`src/rtl/monitor_btn_ctrl_if.sv`:
```
// ---------------------------------------------------------------------------
// monitor_btn_ctrl_if
// Bundles the push-button inputs and the counter control outputs of the
// button conditioning stage.
//   btn_up  : raw up button (asynchronous, may bounce)
//   btn_dn  : raw down button (asynchronous, may bounce)
//   change  : 1-cycle count-step strobe
//   on_off  : step direction, 1 = increment, 0 = decrement
//   active  : high while one button is accepted and held
// master drives the buttons (board / bench side); slave is the conditioner.
// ---------------------------------------------------------------------------
interface monitor_btn_ctrl_if;
    logic btn_up;
    logic btn_dn;
    logic change;
    logic on_off;
    logic active;

    modport master (
        output btn_up,
        output btn_dn,
        input  change,
        input  on_off,
        input  active
    );

    modport slave (
        input  btn_up,
        input  btn_dn,
        output change,
        output on_off,
        output active
    );
endinterface

```
`src/rtl/monitor_btn_ctrl.sv`:
```
// ---------------------------------------------------------------------------
// monitor_btn_ctrl
// Input stage of the up/down event counter: synchronises two raw buttons,
// debounces them and turns a held button into a first step plus auto-repeat
// steps. Outputs drive the counter's change/on_off inputs directly.
// Ports:
//   clk : system clock, rising edge
//   rst : asynchronous reset, active low
//   bus : slave side of monitor_btn_ctrl_if (btn_up, btn_dn in;
//         change, on_off, active out, all outputs registered)
// ---------------------------------------------------------------------------
module monitor_btn_ctrl #(
    parameter int CNT_W           = 16,
    parameter int DEBOUNCE_CYCLES = 16,
    parameter int HOLD_CYCLES     = 64,
    parameter int REPEAT_CYCLES   = 16
) (
    input  logic                 clk,
    input  logic                 rst,
    monitor_btn_ctrl_if.slave    bus
);

    localparam logic [1:0] ST_IDLE   = 2'd0;
    localparam logic [1:0] ST_HOLD   = 2'd1;
    localparam logic [1:0] ST_REPEAT = 2'd2;
    localparam logic [1:0] ST_LOCK   = 2'd3;

    localparam logic [CNT_W-1:0] CNT_ZERO    = {CNT_W{1'b0}};
    localparam logic [CNT_W-1:0] CNT_ONE     = CNT_W'(1);
    localparam logic [CNT_W-1:0] CNT_MAX     = {CNT_W{1'b1}};
    localparam logic [CNT_W-1:0] DB_LAST     = CNT_W'(DEBOUNCE_CYCLES - 1);
    localparam logic [CNT_W-1:0] HOLD_LAST   = CNT_W'(HOLD_CYCLES - 1);
    localparam logic [CNT_W-1:0] REPEAT_LAST = CNT_W'(REPEAT_CYCLES - 1);

    // bit 0 = up button, bit 1 = down button
    logic [1:0]       sync1_r;
    logic [1:0]       sync2_r;
    logic [1:0]       db_r;
    logic [CNT_W-1:0] db_cnt_r [2];

    logic [1:0]       state_r;
    logic [1:0]       state_s;
    logic [CNT_W-1:0] timer_r;
    logic [CNT_W-1:0] timer_s;
    logic             change_r;
    logic             change_s;
    logic             on_off_r;
    logic             on_off_s;
    logic             active_r;
    logic             active_s;
    logic             db_up_s;
    logic             db_dn_s;
    logic             held_s;

    assign db_up_s = db_r[0];
    assign db_dn_s = db_r[1];
    // The button that started the current hold, selected by the latched direction.
    assign held_s  = on_off_r ? db_up_s : db_dn_s;

    // Two-flop synchroniser and per-button debounce counters.
    always_ff @(posedge clk or negedge rst) begin
        if (!rst) begin
            sync1_r <= 2'b00;
            sync2_r <= 2'b00;
            db_r    <= 2'b00;
            for (int i = 0; i < 2; i++) begin
                db_cnt_r[i] <= CNT_ZERO;
            end
        end else begin
            sync1_r <= {bus.btn_dn, bus.btn_up};
            sync2_r <= sync1_r;
            for (int i = 0; i < 2; i++) begin
                if (sync2_r[i] == db_r[i]) begin
                    db_cnt_r[i] <= CNT_ZERO;
                end else if (db_cnt_r[i] == DB_LAST) begin
                    // Level has differed for DEBOUNCE_CYCLES edges: accept it.
                    db_r[i]     <= sync2_r[i];
                    db_cnt_r[i] <= CNT_ZERO;
                end else if (db_cnt_r[i] != CNT_MAX) begin
                    db_cnt_r[i] <= db_cnt_r[i] + CNT_ONE;
                end else begin
                    db_cnt_r[i] <= db_cnt_r[i];
                end
            end
        end
    end

    // Next-state logic: both-pressed beats release beats timer expiry.
    always_comb begin
        state_s  = state_r;
        timer_s  = timer_r;
        change_s = 1'b0;
        on_off_s = on_off_r;
        case (state_r)
            ST_IDLE: begin
                if (db_up_s && db_dn_s) begin
                    state_s = ST_LOCK;
                end else if (db_up_s || db_dn_s) begin
                    state_s  = ST_HOLD;
                    timer_s  = CNT_ZERO;
                    change_s = 1'b1;
                    on_off_s = db_up_s;
                end else begin
                    state_s = ST_IDLE;
                end
            end
            ST_HOLD, ST_REPEAT: begin
                if (db_up_s && db_dn_s) begin
                    state_s = ST_LOCK;
                end else if (!held_s) begin
                    state_s = ST_IDLE;
                end else if (timer_r == ((state_r == ST_HOLD) ? HOLD_LAST : REPEAT_LAST)) begin
                    state_s  = ST_REPEAT;
                    timer_s  = CNT_ZERO;
                    change_s = 1'b1;
                end else begin
                    timer_s = timer_r + CNT_ONE;
                end
            end
            ST_LOCK: begin
                if (!db_up_s && !db_dn_s) begin
                    state_s = ST_IDLE;
                end else begin
                    state_s = ST_LOCK;
                end
            end
            default: begin
                state_s = ST_IDLE;
                timer_s = CNT_ZERO;
            end
        endcase
        active_s = (state_s == ST_HOLD) || (state_s == ST_REPEAT);
    end

    // State, timer and output registers.
    always_ff @(posedge clk or negedge rst) begin
        if (!rst) begin
            state_r  <= ST_IDLE;
            timer_r  <= CNT_ZERO;
            change_r <= 1'b0;
            on_off_r <= 1'b0;
            active_r <= 1'b0;
        end else begin
            state_r  <= state_s;
            timer_r  <= timer_s;
            change_r <= change_s;
            on_off_r <= on_off_s;
            active_r <= active_s;
        end
    end

    assign bus.change = change_r;
    assign bus.on_off = on_off_r;
    assign bus.active = active_r;

endmodule

```
`src/flat_wrapper.sv`:
```
// flat-port wrapper written by rule: the top's interface ports become plain ports
module monitor_btn_ctrl_flat 
#(
    parameter int CNT_W           = 16,
    parameter int DEBOUNCE_CYCLES = 16,
    parameter int HOLD_CYCLES     = 64,
    parameter int REPEAT_CYCLES   = 16
)
  (clk, rst, bus_btn_up, bus_btn_dn, bus_change, bus_on_off, bus_active);
  monitor_btn_ctrl_if bus_i ();
  input  logic clk;
  input  logic rst;
  input wire logic [$bits(bus_i.btn_up)-1:0] bus_btn_up;
  input wire logic [$bits(bus_i.btn_dn)-1:0] bus_btn_dn;
  output wire logic [$bits(bus_i.change)-1:0] bus_change;
  output wire logic [$bits(bus_i.on_off)-1:0] bus_on_off;
  output wire logic [$bits(bus_i.active)-1:0] bus_active;
  assign bus_i.btn_up = bus_btn_up;
  assign bus_i.btn_dn = bus_btn_dn;
  assign bus_change = bus_i.change;
  assign bus_on_off = bus_i.on_off;
  assign bus_active = bus_i.active;
  monitor_btn_ctrl #(.CNT_W(CNT_W), .DEBOUNCE_CYCLES(DEBOUNCE_CYCLES), .HOLD_CYCLES(HOLD_CYCLES), .REPEAT_CYCLES(REPEAT_CYCLES)) u_core (.clk(clk), .rst(rst), .bus(bus_i));
endmodule
```
`config.mk`:
```
export PLATFORM = sky130hd
export DESIGN_NAME = monitor_btn_ctrl_flat
export DESIGN_NICKNAME = d
export VERILOG_FILES = /design/src/rtl/monitor_btn_ctrl_if.sv /design/src/rtl/monitor_btn_ctrl.sv /design/src/flat_wrapper.sv
export SDC_FILE = /design/constraint.sdc
export NUM_CORES = 1
export LEC_CHECK = 0
export BUFFER_PORTS_ARGS = -buffer_cell sky130_fd_sc_hd__clkbuf_2
export CAP_MARGIN = 20
export CORE_AREA = 10 10 101 103
export CTS_CLUSTER_DIAMETER = 50
export DETAILED_ROUTE_END_ITERATION = 7
export DIE_AREA = 0 0 111 113
export SYNTH_ARGS = -nofsm -noshare
export SYNTH_HDL_FRONTEND = slang
export SYNTH_SLANG_ARGS = --single-unit
```
`constraint.sdc`:
```
create_clock -name clk -period 3.49 [get_ports clk]
set_input_delay 0.349 -clock clk [delete_from_list [all_inputs] [get_ports clk]]
set_output_delay 0.349 -clock clk [all_outputs]
set_load 0.01 [all_outputs]
```
* After elaboration in Yosys (flattened, before gate mapping)
Index checks and enable logic that the tools add are counted.
** Word-level totals
- Bits of input ports :: 4
- Output and inout bits :: 3
- Word-level logic and storage cells :: 75
- Bits in registers :: 59
** Cells by class
- Eq/ne operators :: 16
- $add $sub $neg :: 3
- Bitwise gates (word level) :: 3
- Mux-type cells :: 27
- Reductions and logical operators :: 15
** Operators by type and width (count)
- 2-to-1 mux 16 bit :: 11
- adder 16 x 1 -> 16 bit, second input constant :: 3
- equality test 16 x 4 -> 1 bit, second input constant :: 2
- != test 16 bit, second input constant :: 2
- one-hot mux 16 bit (2 select lines) :: 1
- equality test 16 bit :: 1
- 2-to-1 mux 2 bit :: 5
- 2-to-1 mux 1 bit :: 7
- equality test 2 bit, second input constant :: 3
- 2-to-1 mux 6 bit :: 1
- one-hot mux 2 bit (3 select lines) :: 1
- nonzero test 3 bit :: 2
- AND reduction 5 bit :: 1
- equality test 2 x 1 -> 1 bit, second input constant :: 2
- != test 2 x 1 -> 1 bit, second input constant :: 2
- != test 2 bit, second input constant :: 2
- AND reduction 2 bit :: 2
- inverter 1 bit :: 3
- AND reduction 3 bit :: 1
- equality test 1 bit :: 2
- logical AND 1 bit :: 2
- zero test 1 bit :: 2
- zero test 2 bit :: 1
- logical OR 1 bit :: 2
- 3 further kinds :: 3

* Longest topological paths before layout
Gate-level depths: netlist of run 1.
- Depth after elaboration :: 9
- Mapped depth :: 8
- Depth with buffers taken out :: 7

* Least setup slack after synthesis of run 1
OpenSTA, ideal clock, no wires.
- Path type :: register to register
- Start :: reg u_core.state_r[0]
- End :: reg u_core.timer_r[10]
- Arrival time :: 1987 ps
- Setup slack :: 1407 ps
- Path buffers :: 2
- Library setup time :: 95 ps
- Clock period less this slack :: 2083 ps
- Cell stages (with the launch flop) :: 9
- Data required time :: 3395 ps
- Cell sequence :: dfrtp_1 -> inv_1 -> ha_1 -> clkbuf_1 -> nand2_1 -> nor4b_1 -> nand2_1 -> buf_2 -> o31ai_1
** Between the ends
- Cells in the longest elaborated chain, start to end :: 7
- Elaborated cells between the ends (all ways) :: 16
- Classes of those cells :: 7 x eq/ne; 5 x mux; 4 x reduce/logical
** Ends and longest elaborated chain
- start: declaration :: line monitor_btn_ctrl.sv:41 : logic [1:0] state_r;
- start signal: assignment :: line monitor_btn_ctrl.sv:144 : state_r <= state_s;
- equality test 2 x 1 -> 1 bit :: line monitor_btn_ctrl.sv:94, monitor_btn_ctrl.sv:112
- 2-to-1 mux 6 bit :: line monitor_btn_ctrl.sv:112 : end else if (timer_r == ((state_r == ST_HOLD) ? HOLD_LAST : REPEAT_LAST)) begin
- equality test 16 bit :: line monitor_btn_ctrl.sv:112
- 2-to-1 mux 16 bit :: line monitor_btn_ctrl.sv:112
- 2-to-1 mux 16 bit :: line monitor_btn_ctrl.sv:110 : end else if (!held_s) begin
- 2-to-1 mux 16 bit :: line monitor_btn_ctrl.sv:108 : if (db_up_s && db_dn_s) begin
- one-hot mux 16 bit (2 select lines) :: line monitor_btn_ctrl.sv:94 : case (state_r)
- end signal: assignment :: line monitor_btn_ctrl.sv:145 : timer_r <= timer_s;
- end: declaration :: line monitor_btn_ctrl.sv:43 : logic [CNT_W-1:0] timer_r;
Several ways; a longest one is shown, not always the timed one. The select of a mux whose other input is x is not followed.
A chain may end at the register's enable or synchronous reset.

* Final worst setup path of run 1
- Start :: reg u_core.state_r[1]
- End :: reg u_core.timer_r[10]
The elaborated chain is that of the path after synthesis.

==> impl_metrics.env, run 1 <==
export IMPL_status="finished, final reports clean"
export IMPL_p_switching_mw=0.475
export IMPL_cts_buffers=9
export IMPL_synth_async_sr_flop_share_pct=100
export IMPL_synth_top_area_share_pct=46.4
export IMPL_rows=33
export IMPL_gr_total_overflow=0
export IMPL_fin_area_sq_mm=0.00352
export IMPL_drc=0
export IMPL_ys_flop_type="dfrtp_1"
export IMPL_drtIter0Drc=114
export IMPL_routed_wl_microns=6270
export IMPL_ant_nets=0
export IMPL_worstPathArrival_ps=3010
export IMPL_post_cts_resized=0
export IMPL_die_area_sq_mm=0.0125
export IMPL_cp_startpoint="u_core.state_r[1]"
export IMPL_cts_max_path_buffers=2
export IMPL_yosysTopAreaCell="dfrtp_1"
export IMPL_antenna_cells=0
export IMPL_worst_setup_path_end_kind="flop"
export IMPL_setup_tns_final_ps=0
export IMPL_dr_total_vias=2490
export IMPL_p_total_mw=1.64
export IMPL_hp_class="input port to flop"
export IMPL_ir_drop_v=0.000238
export IMPL_holdCritStartpoint="bus_btn_dn"
export IMPL_syn_num_nets=354
export IMPL_yosysMostFrequentCell="dfrtp_1"
export IMPL_holdWs_ps=122
export IMPL_final_max_slew_viol_count=0
export IMPL_p_leak_nw=1.51
export IMPL_top_level_ports=7
export IMPL_cp_max_fo=19
export IMPL_drive_gt1_share_pct=8.81
export IMPL_cap_violations=0
export IMPL_grt_max_degree=26
export IMPL_path_clk_slew_ps=70
export IMPL_ys_top_cells_by_count="dfrtp_1, nor2_1, nand2_1"
export IMPL_portBuffers=6
export IMPL_cts_root_buf="clkbuf_8"
export IMPL_syn_inst=340
export IMPL_area_growth_pct=10.7
export IMPL_htree_levels=3
export IMPL_seqPwrFrac_pct=44.0
export IMPL_synth_top_cells_by_area="dfrtp_1, nand3_1, ha_1"
export IMPL_power_density_mw_per_mm2=465
export IMPL_fin_util_pct=43.3
export IMPL_instances_no_fill=457
export IMPL_yosysWarnings=0
export IMPL_syn_avg_cell_area_sq_um=9.36
export IMPL_gp_congestion=0.825
export IMPL_antenna_found_initial=0
export IMPL_dp_cells=440
export IMPL_hold_violations=0
export IMPL_cp_required_ps=3720
export IMPL_p_clk_share_pct=38.8
export IMPL_swShare_pct=29.0
export IMPL_dr_pass1_iters=4
export IMPL_core_area_sq_mm=0.00813
export IMPL_worstSetupStartpointType="flop"
export IMPL_clock_sinks=59
export IMPL_grt_pass1_wl_microns=11100
export IMPL_grt_usage_pct=10.4
export IMPL_ys_seq_area_share_pct=46.4
export IMPL_syn_area_sq_mm=0.00318
export IMPL_r2r_start="u_core.state_r[1]"
export IMPL_rsz0062_at_grt="no"
export IMPL_relSlewSlack_pct=41.5
export IMPL_final_setup_viol_count=0
export IMPL_clock_latency_ps=330
export IMPL_tightest_slew_ps=870
export IMPL_grt_pass1_vias=2427
export IMPL_ys_types=43
export IMPL_synth_edff_count=0
export IMPL_fin_skew_ps=9.57
export IMPL_fin_ws_ps=709
export IMPL_pre_cts_ws_ps=684
export IMPL_fin_crit_sh_pct=79.7
export IMPL_dp_hpwl_microns=4360
export IMPL_fmax_mhz=360
export IMPL_p_comb_share_pct=17.2
export IMPL_period_needed_ps=2780
export IMPL_path_class="flop to flop"
export IMPL_start_util_pct=39.1
export IMPL_cts_tree="done"
export IMPL_dieHeight_microns=113
export IMPL_internal_power_mw=1.16
export IMPL_viasPerCell=5.45
export IMPL_ys_seq_elements=59
export IMPL_fin_nets=361
export IMPL_dieWidth_microns=111
export IMPL_wl_per_cell_microns=13.7
export IMPL_dpl_cell_area_sq_mm=0.00331
path summary, 6_finish.rpt:
check	endpoint	cells past startpoint	slack, ps
max in group asynchronous	u_core.db_cnt_r[18]	3	2350
min reg2reg	u_core.sync2_r[1]	0	350
max reg2reg	u_core.timer_r[10]	6	710
min	u_core.sync1_r[1]	1	120
min in group asynchronous	u_core.db_cnt_r[0]	2	470
max	u_core.timer_r[10]	6	710
registers in the layout, indices dropped and copies added (netlist names):
signal	cells
u_core.bus.active	1
u_core.bus.change	1
u_core.bus.on_off	1
u_core.db_cnt_r	32
u_core.db_r	2
u_core.state_r	2
u_core.sync1_r	2
u_core.sync2_r	2
u_core.timer_r	16
power groups by stage:
| stage | Sequential [mW] | Combinational [mW] | Clock (mW) |
|---|---|---|---|
| 6_report | 0.721 | 0.282 | 0.636 |
| 5_1_grt | 0.724 | 0.319 | 0.696 |
| 4_1_cts | 0.721 | 0.283 | 0.662 |
| 3_5_place_dp | 0.734 | 0.280 | 0 |
| 3_3_place_gp | 0.733 | 0.275 | 0 |
| 2_1_floorplan | 0.733 | 0.192 | 0 |
cell usage in the layout (no fill, tap or decap), types with 2 or more instances in the layout:
cell type  count
and3_1        13
nor3_1         9
nor2b_1        5
clkinv_2       2
nand3_1       26
mux2_2         3
inv_1          7
and2_1         7
mux2i_1        2
xnor2_1       14
buf_4          4
a31oi_1        7
clkbuf_8      11
a21o_1         2
ha_1          10
nor2_1        29
or4_1          2
nor4_1         8
nand2_1       27
dfrtp_1       59
a211oi_1       7
o211ai_1       3
o31ai_1       11
xor2_1         9
a21boi_0       3
o21ai_0       10
clkbuf_2       6
and4_1         5
a21oi_1       20
nand4_1       14
metal layers:
layer  vias up  routed length, microns  GRT usage (%)
met1      1200                    3150           12.9
met4         0                      70           3.13
li1       1264                       -              -
met5         -                       0              0
met3         4                     160           3.91
met2        22                    2880           16.3
layout make-up:
cell class                      count  area [sq um]
Fill cell                         786          4610
Inverter                            7          26.3
Multi-Input combinational cell    259          1620
Clock buffer                       12           155
Timing Repair Buffer               11          70.1
Tap cell                          105           131
Sequential cell                    59          1480
Clock inverter                      4          48.8
repair_timing:
| action | in CTS | in global routing |
|---|---|---|
| endpoints found under the hold margin | 14 | 0 |
| hold buffers | 1 | 0 |
| buffers inserted | 0 | 0 |
kinds of logic after synthesis:
family | Yosys count | share of synthesized area, %
AND/OR/NAND/NOR | 151 | 24.7
AO/OA/AOI/OAI | 70 | 14.2
flip-flops | 59 | 46.4
XOR/XNOR | 23 | 6.33
buffers and inverters | 22 | 2.83
adder cells (fa/ha/maj) | 10 | 3.93
multiplexers | 5 | 1.69
critical path, cell delays in order, from the launching register on:
cell and delay [ps]:
dfrtp_1 370, inv_1 110, ha_1 660, nand2_1 220, nor4b_1 550, nand2_1 420, o31ai_1 360
Note: power is estimated with default switching activity, not from simulation.
==> inputs of run 2 (changes only) <==
--- a/config.mk
+++ b/config.mk
@@ -5,12 +5,13 @@
 export SDC_FILE = /design/constraint.sdc
 export NUM_CORES = 1
 export LEC_CHECK = 0
+export ABC_AREA = 1
 export BUFFER_PORTS_ARGS = -buffer_cell sky130_fd_sc_hd__clkbuf_2
 export CAP_MARGIN = 20
-export CORE_AREA = 10 10 101 103
+export CORE_AREA = 10 10 106 108
 export CTS_CLUSTER_DIAMETER = 50
 export DETAILED_ROUTE_END_ITERATION = 7
-export DIE_AREA = 0 0 111 113
+export DIE_AREA = 0 0 116 118
 export SYNTH_ARGS = -nofsm -noshare
 export SYNTH_HDL_FRONTEND = slang
 export SYNTH_SLANG_ARGS = --single-unit
==> constraint.sdc (replaced) <==
create_clock -name clk -period 2.52 [get_ports clk]
set_input_delay 0.252 -clock clk [delete_from_list [all_inputs] [get_ports clk]]
set_output_delay 0.252 -clock clk [all_outputs]
set_load 0.01 [all_outputs]
==> run 2 against run 1 <==
Net effect:
- clock skew rose by 4.2 ps
- setup slack got worse by 180 ps
- die area rose by 9.1%
- cell count rose by 33%
- non-clock buffer count fell by 2
- routed wire length rose by 25%
- via count rose by 27%
- core utilization fell by 0.16 points
- fmax rose by 40%
==> impl_metrics.env, run 2 <==
export IMPL_status="finished, final reports clean"
export IMPL_cp_required_ps=2750
export IMPL_htree_levels=3
export IMPL_p_total_mw=2.53
export IMPL_drive_gt1_share_pct=9.26
export IMPL_start_util_pct=39.1
export IMPL_cp_startpoint="u_core.state_r[0]"
export IMPL_max_flop_register="u_core.db_cnt_r"
export IMPL_fin_util_pct=43.2
export IMPL_fin_crit_sh_pct=79.0
export IMPL_worstSetupStartpointType="flop"
export IMPL_synth_top_family_by_area="simple AND/OR/NAND/NOR gates"
export IMPL_area_growth_pct=10.3
export IMPL_fin_skew_ps=13.7
export IMPL_final_common_cell="nand2_1"
export IMPL_hp_class="input port to flop"
export IMPL_antenna_cells=0
export IMPL_dr_pass1_iters=4
export IMPL_rows=35
export IMPL_path_class="flop to flop"
export IMPL_fin_nets=506
export IMPL_synthXorXnorAreaFrac_pct=1.68
export IMPL_p_leak_nw=1.94
export IMPL_cts_root_buf="clkbuf_8"
export IMPL_cts_max_path_buffers=2
export IMPL_path_clk_slew_ps=80
export IMPL_holdWs_ps=26.1
export IMPL_syn_avg_cell_area_sq_um=7.44
export IMPL_grt_pass1_vias=3039
export IMPL_synthSimpleGateAreaFrac_pct=36.7
export IMPL_reg2reg_depth=8
export IMPL_worst_setup_path_end_kind="flop"
export IMPL_gp_congestion=0.910
export IMPL_cts_buffers=9
export IMPL_top_level_ports=7
export IMPL_ys_seq_elements=59
export IMPL_final_max_slew_viol_count=0
export IMPL_die_area_sq_mm=0.0137
export IMPL_tightest_slew_ps=757
export IMPL_synth_top_cells_by_area="dfrtp_1, nand2_1, nand3_1"
export IMPL_yosysMostFrequentCell="nand2_1"
export IMPL_dieHeight_microns=118
export IMPL_synth_area_mux_share_pct=0
export IMPL_viasPerCell=5.20
export IMPL_ys_seq_area_share_pct=41.4
export IMPL_gr_total_overflow=0
export IMPL_drc=0
export IMPL_cp_max_fo=22
export IMPL_instances_no_fill=608
export IMPL_clock_sinks=59
export IMPL_syn_inst=479
export IMPL_grt_pass1_wl_microns=14000
export IMPL_path_depth=8
export IMPL_worstPathArrival_ps=2220
export IMPL_final_cell_mix="nand2_1, inv_1, dfrtp_1, nor2_1, nand3_1"
export IMPL_dp_cells=591
export IMPL_period_needed_ps=1990
export IMPL_final_setup_viol_count=0
export IMPL_antenna_found_initial=0
export IMPL_routed_wl_microns=7860
export IMPL_yosysWarnings=0
export IMPL_cap_violations=0
export IMPL_ys_top_cells_by_count="nand2_1, inv_1, dfrtp_1"
export IMPL_slowest_delay_ps=450
export IMPL_core_area_sq_mm=0.00911
export IMPL_drtIter0Drc=238
export IMPL_rsz0062_at_grt="no"
export IMPL_ys_flop_type="dfrtp_1"
export IMPL_wl_per_cell_microns=12.9
export IMPL_yosysTopAreaCell="dfrtp_1"
export IMPL_ant_nets=0
export IMPL_cts_tree="done"
export IMPL_relSlewSlack_pct=49.5
export IMPL_portBuffers=6
export IMPL_grt_usage_pct=12.3
export IMPL_synthAdderAreaFrac_pct=3.51
export IMPL_ys_types=34
export IMPL_power_density_mw_per_mm2=644
export IMPL_fmax_mhz=502
export IMPL_dr_total_vias=3160
export IMPL_hold_violations=0
export IMPL_r2r_start="u_core.state_r[0]"
export IMPL_syn_num_nets=493
export IMPL_dieWidth_microns=116
export IMPL_synth_top_area_share_pct=41.4
export IMPL_largest_reg_flops=32
export IMPL_synth_async_sr_flop_share_pct=100
export IMPL_holdCritStartpoint="bus_btn_dn"
export IMPL_reg_top3="u_core.db_cnt_r: 32 flops, u_core.timer_r: 16 flops"
export IMPL_post_cts_resized=0
export IMPL_clock_latency_ps=340
export IMPL_grt_max_degree=60
export IMPL_synth_edff_count=0
export IMPL_cp_buffers_inverters=2
export IMPL_dp_hpwl_microns=5690
export IMPL_hold_path_depth=1
export IMPL_setup_tns_final_ps=0
export IMPL_syn_area_sq_mm=0.00357
export IMPL_ir_drop_v=0.000299
export IMPL_worstPathCellList="inv_1 > ha_1 > nand2_1 > nand2_4 > inv_2 > nand2_2 > o31ai_1 > nor2_1"
export IMPL_cp_top_family="simple AND/OR/NAND/NOR gates"
export IMPL_cp_slowest_cell="ha_1"
export IMPL_synth_compound_area_share_pct=8.46
export IMPL_postCtsSetupBuffers=0
## run 2: cell types whose count changed in the layout (fill, tap and decap cells not counted), sizes merged, moves of 7 or more
cell | before | now
nand2 | 27 | 113
inv | 7 | 64
nor2 | 29 | 59
nand3 | 26 | 47
nand4 | 14 | 30
nor3 | 10 | 25
o21ai | 10 | 25
xnor2 | 14 | 0
and3 | 13 | 0
a21oi | 20 | 9
and2 | 7 | 0
## run 2: worst paths after layout
check	to	slack, ps
worst min-delay path	u_core.sync1_r[1]	30
min in group asynchronous	u_core.bus.change	40
worst max register to register	u_core.timer_r[2]	530
worst min register to register	u_core.sync2_r[0]	350
worst max-delay path	u_core.timer_r[2]	530
max in group asynchronous	u_core.timer_r[1]	1940
## run 2: timing repair
item / in CTS / in global routing
endpoints found under the hold margin: 1 / 0
endpoints found under the setup margin: 0 / 0
hold buffers: 1 / 0
## run 2: metrics by stage
stage	setup slack, ps	area [sq um]
floorplan	936	3570
global placement	634	3700
detailed placement	536	3700
CTS	521	3930
global route	360	3930
finish	529	3930
## run 2: area by class of cell
class | count | area (sq um)
clock buffer | 10 | 138
clock inverter | 6 | 88.8
fill | 933 | 5180
inverter | 64 | 240
multi-input combinational | 349 | 1800
sequential | 59 | 1480
tap | 111 | 139
timing repair buffer | 9 | 55.1
## run 2: routing by layer
layer	GRT usage (%)	wire [microns]	part of all wire (%)
met5	0	0	0
met4	5.56	171	2.2
met3	2.45	236	3.0
met2	19.9	3840	49
met1	15.3	3600	46
## run 2: logic make-up (layout without fill, tap and decap cells)
| kind of cell | count (synthesis) | count (layout) |
|---|---|---|
| AO/OA/AOI/OAI | 51 | 51 |
| XOR/XNOR | 6 | 6 |
| adder cells (fa/ha/maj) | 10 | 10 |
| buffers and inverters | 71 | 89 |
| flip-flops | 59 | 59 |
| AND/OR/NAND/NOR | 282 | 282 |
## run 2: power by group
part	switching [mW]	total, mW	internal (mW)
clock network	0.399	0.982	0.583
logic	0.372	0.514	0.142
registers	0.0419	1.04	0.994
==> inputs of run 3 (changes only) <==
==> constraint.sdc (replaced) <==
create_clock -name clk -period 2 [get_ports clk]
set_input_delay 0.2 -clock clk [delete_from_list [all_inputs] [get_ports clk]]
set_output_delay 0.2 -clock clk [all_outputs]
set_load 0.01 [all_outputs]
==> run 3 against run 2 <==
Net effect:
- global-route usage is 0.29 points higher
- combinational power is 37% higher
- worst hold slack better by 340 ps
- fmax is 12% higher
- cell count is 1.5% higher
- sequential power is 25% higher
- largest cell class unchanged
- largest power group unchanged
==> impl_metrics.env, run 3 (same netlist as run 2, synthesis figures left out) <==
export IMPL_hold_violations=0
export IMPL_antenna_found_initial=0
export IMPL_final_max_slew_viol_count=0
export IMPL_grt_max_degree=30
export IMPL_drtIter0Drc=215
export IMPL_grt_met2_usage_pct=20.1
export IMPL_reg2reg_setup_slack_ps=230
export IMPL_viasPerCell=5.12
export IMPL_busiest_layer="met2"
export IMPL_worstSetupStartpointType="flop"
export IMPL_cp_slowest_cell="dfrtp_1"
export IMPL_fin_util_pct=44.1
export IMPL_r2r_start="u_core.db_r[1]"
export IMPL_max_flop_register="u_core.db_cnt_r"
export IMPL_htree_levels=3
export IMPL_dieHeight_microns=118
export IMPL_worst_setup_path_end_kind="flop"
export IMPL_rows=35
export IMPL_critPathCapture="u_core.timer_r[5]"
export IMPL_wl_per_cell_microns=12.9
export IMPL_fin_skew_ps=10.5
export IMPL_relSlewSlack_pct=63.7
export IMPL_area_growth_pct=12.7
export IMPL_grt_pass1_wl_microns=14200
export IMPL_cp_required_ps=2220
export IMPL_power_density_mw_per_mm2=807
export IMPL_die_area_sq_mm=0.0137
export IMPL_cap_violations=0
export IMPL_top_level_ports=7
export IMPL_core_area_sq_mm=0.00911
export IMPL_hp_class="input port to asynchronous set/reset pin"
export IMPL_final_cell_mix="nand2_1, inv_1, dfrtp_1, nor2_1, nand3_1"
export IMPL_status="finished, final reports clean"
export IMPL_drive_gt1_share_pct=10.5
export IMPL_largest_reg_flops=32
export IMPL_cp_startpoint="u_core.db_r[1]"
export IMPL_fin_area_sq_mm=0.00402
export IMPL_dr_total_vias=3162
export IMPL_grt_usage_pct=12.6
export IMPL_fmax_mhz=564
export IMPL_dp_hpwl_microns=6040
export IMPL_worstPathArrival_ps=1990
export IMPL_final_common_cell="nand2_1"
export IMPL_dr_pass1_iters=4
export IMPL_ant_nets=0
export IMPL_rsz0062_at_grt="no"
export IMPL_gr_total_overflow=0
export IMPL_path_class="flop to flop"
export IMPL_reg2reg_depth=9
export IMPL_portBuffers=6
export IMPL_grt_pass1_vias=3098
export IMPL_final_setup_viol_count=0
export IMPL_fin_crit_sh_pct=88.6
export IMPL_ir_drop_v=0.000440
export IMPL_p_leak_nw=1.98
export IMPL_worstReg2RegEnd="u_core.timer_r[5]"
export IMPL_cts_root_buf="clkbuf_8"
export IMPL_cts_buffers=9
export IMPL_dpl_cell_area_sq_mm=0.00376
export IMPL_gp_congestion=0.916
export IMPL_holdWs_ps=362
export IMPL_reg_top3="u_core.db_cnt_r: 32 flops, u_core.timer_r: 16 flops"
export IMPL_cts_tree="done"
export IMPL_worstPathCellList="inv_1 > ha_1 > o21a_1 > nor2_1 > nand2_4 > inv_4 > nand2_2 > o21ai_0 > a21oi_1"
export IMPL_slowest_delay_ps=430
export IMPL_dieWidth_microns=116
export IMPL_period_needed_ps=1770
export IMPL_cts_max_path_buffers=2
export IMPL_drc=0
export IMPL_met1_usage_pct=15.8
export IMPL_clock_latency_ps=340
export IMPL_fin_nets=515
export IMPL_instances_no_fill=617
export IMPL_antenna_cells=0
export IMPL_postCtsSetupBuffers=0
export IMPL_routed_wl_microns=7970
export IMPL_tightest_slew_ps=545
export IMPL_cp_max_fo=22
export IMPL_start_util_pct=39.1
export IMPL_clock_sinks=59
export IMPL_fillCellCount=944
export IMPL_dp_cells=598
export IMPL_path_clk_slew_ps=80
export IMPL_setup_tns_final_ps=0
export IMPL_grt_util_met3_pct=2.80
-- run 3: final cells by class --
cell class	count	area, sq um	share of cell area [%]
multi-input cells	349	1800	44.7
flip-flops and latches	59	1480	36.7
inverters	64	243	6.04
repair buffers	18	140	3.49
well taps	111	139	3.45
clock buffers	10	138	3.42
clock inverters	6	88.8	2.21
-- run 3: worst min path at each step --
stage | from | to | cells past startpoint
after floorplan | rst | u_core.bus.active | 0
after global placement | rst | u_core.timer_r[13] | 1
after detailed placement | rst | u_core.timer_r[15] | 1
after CTS | u_core.sync1_r[1] | u_core.sync2_r[1] | 0
after global routing | u_core.sync1_r[0] | u_core.sync2_r[0] | 0
final | rst | u_core.timer_r[13] | 2
-- run 3: where the power goes --
group	leakage [nW]	internal (mW)	switching, mW
logic	1.07	0.222	0.480
clock network	0.108	0.735	0.502
registers	0.805	1.25	0.0522
-- run 3: critical path: cells and delay by family (launching register included) --
| family | cells | cell delay (ps) |
|---|---|---|
| AOI/OAI and AO/OA | 3 | 350 |
| adders and majority gates | 1 | 210 |
| buffers and inverters | 2 | 260 |
| DFF | 1 | 430 |
| and+or+nand+nor | 3 | 390 |
-- run 3: timing repair --
item,4_1_cts,5_1_grt
endpoints found under the hold margin,21,0
resized for setup,0,2
endpoints found under the setup margin,0,8
hold buffers,3,0
-- run 3: metrics by stage --
stage,power (mW),setup WS (ps)
after floorplan,1.83,416
after global placement,2.01,160
after detailed placement,2.02,138
after CTS,3.28,107
after global routing,3.47,18.8
final,3.24,228
-- run 3: metal layers --
layer  wire, microns  share of wire (%)  vias to the layer above
li1                -                  -                     1633
met1            3660                 46                     1468
met2            3950                 50                       49
met3             236                3.0                       12
met4             125                1.6                        0
met5               0                  0                        -
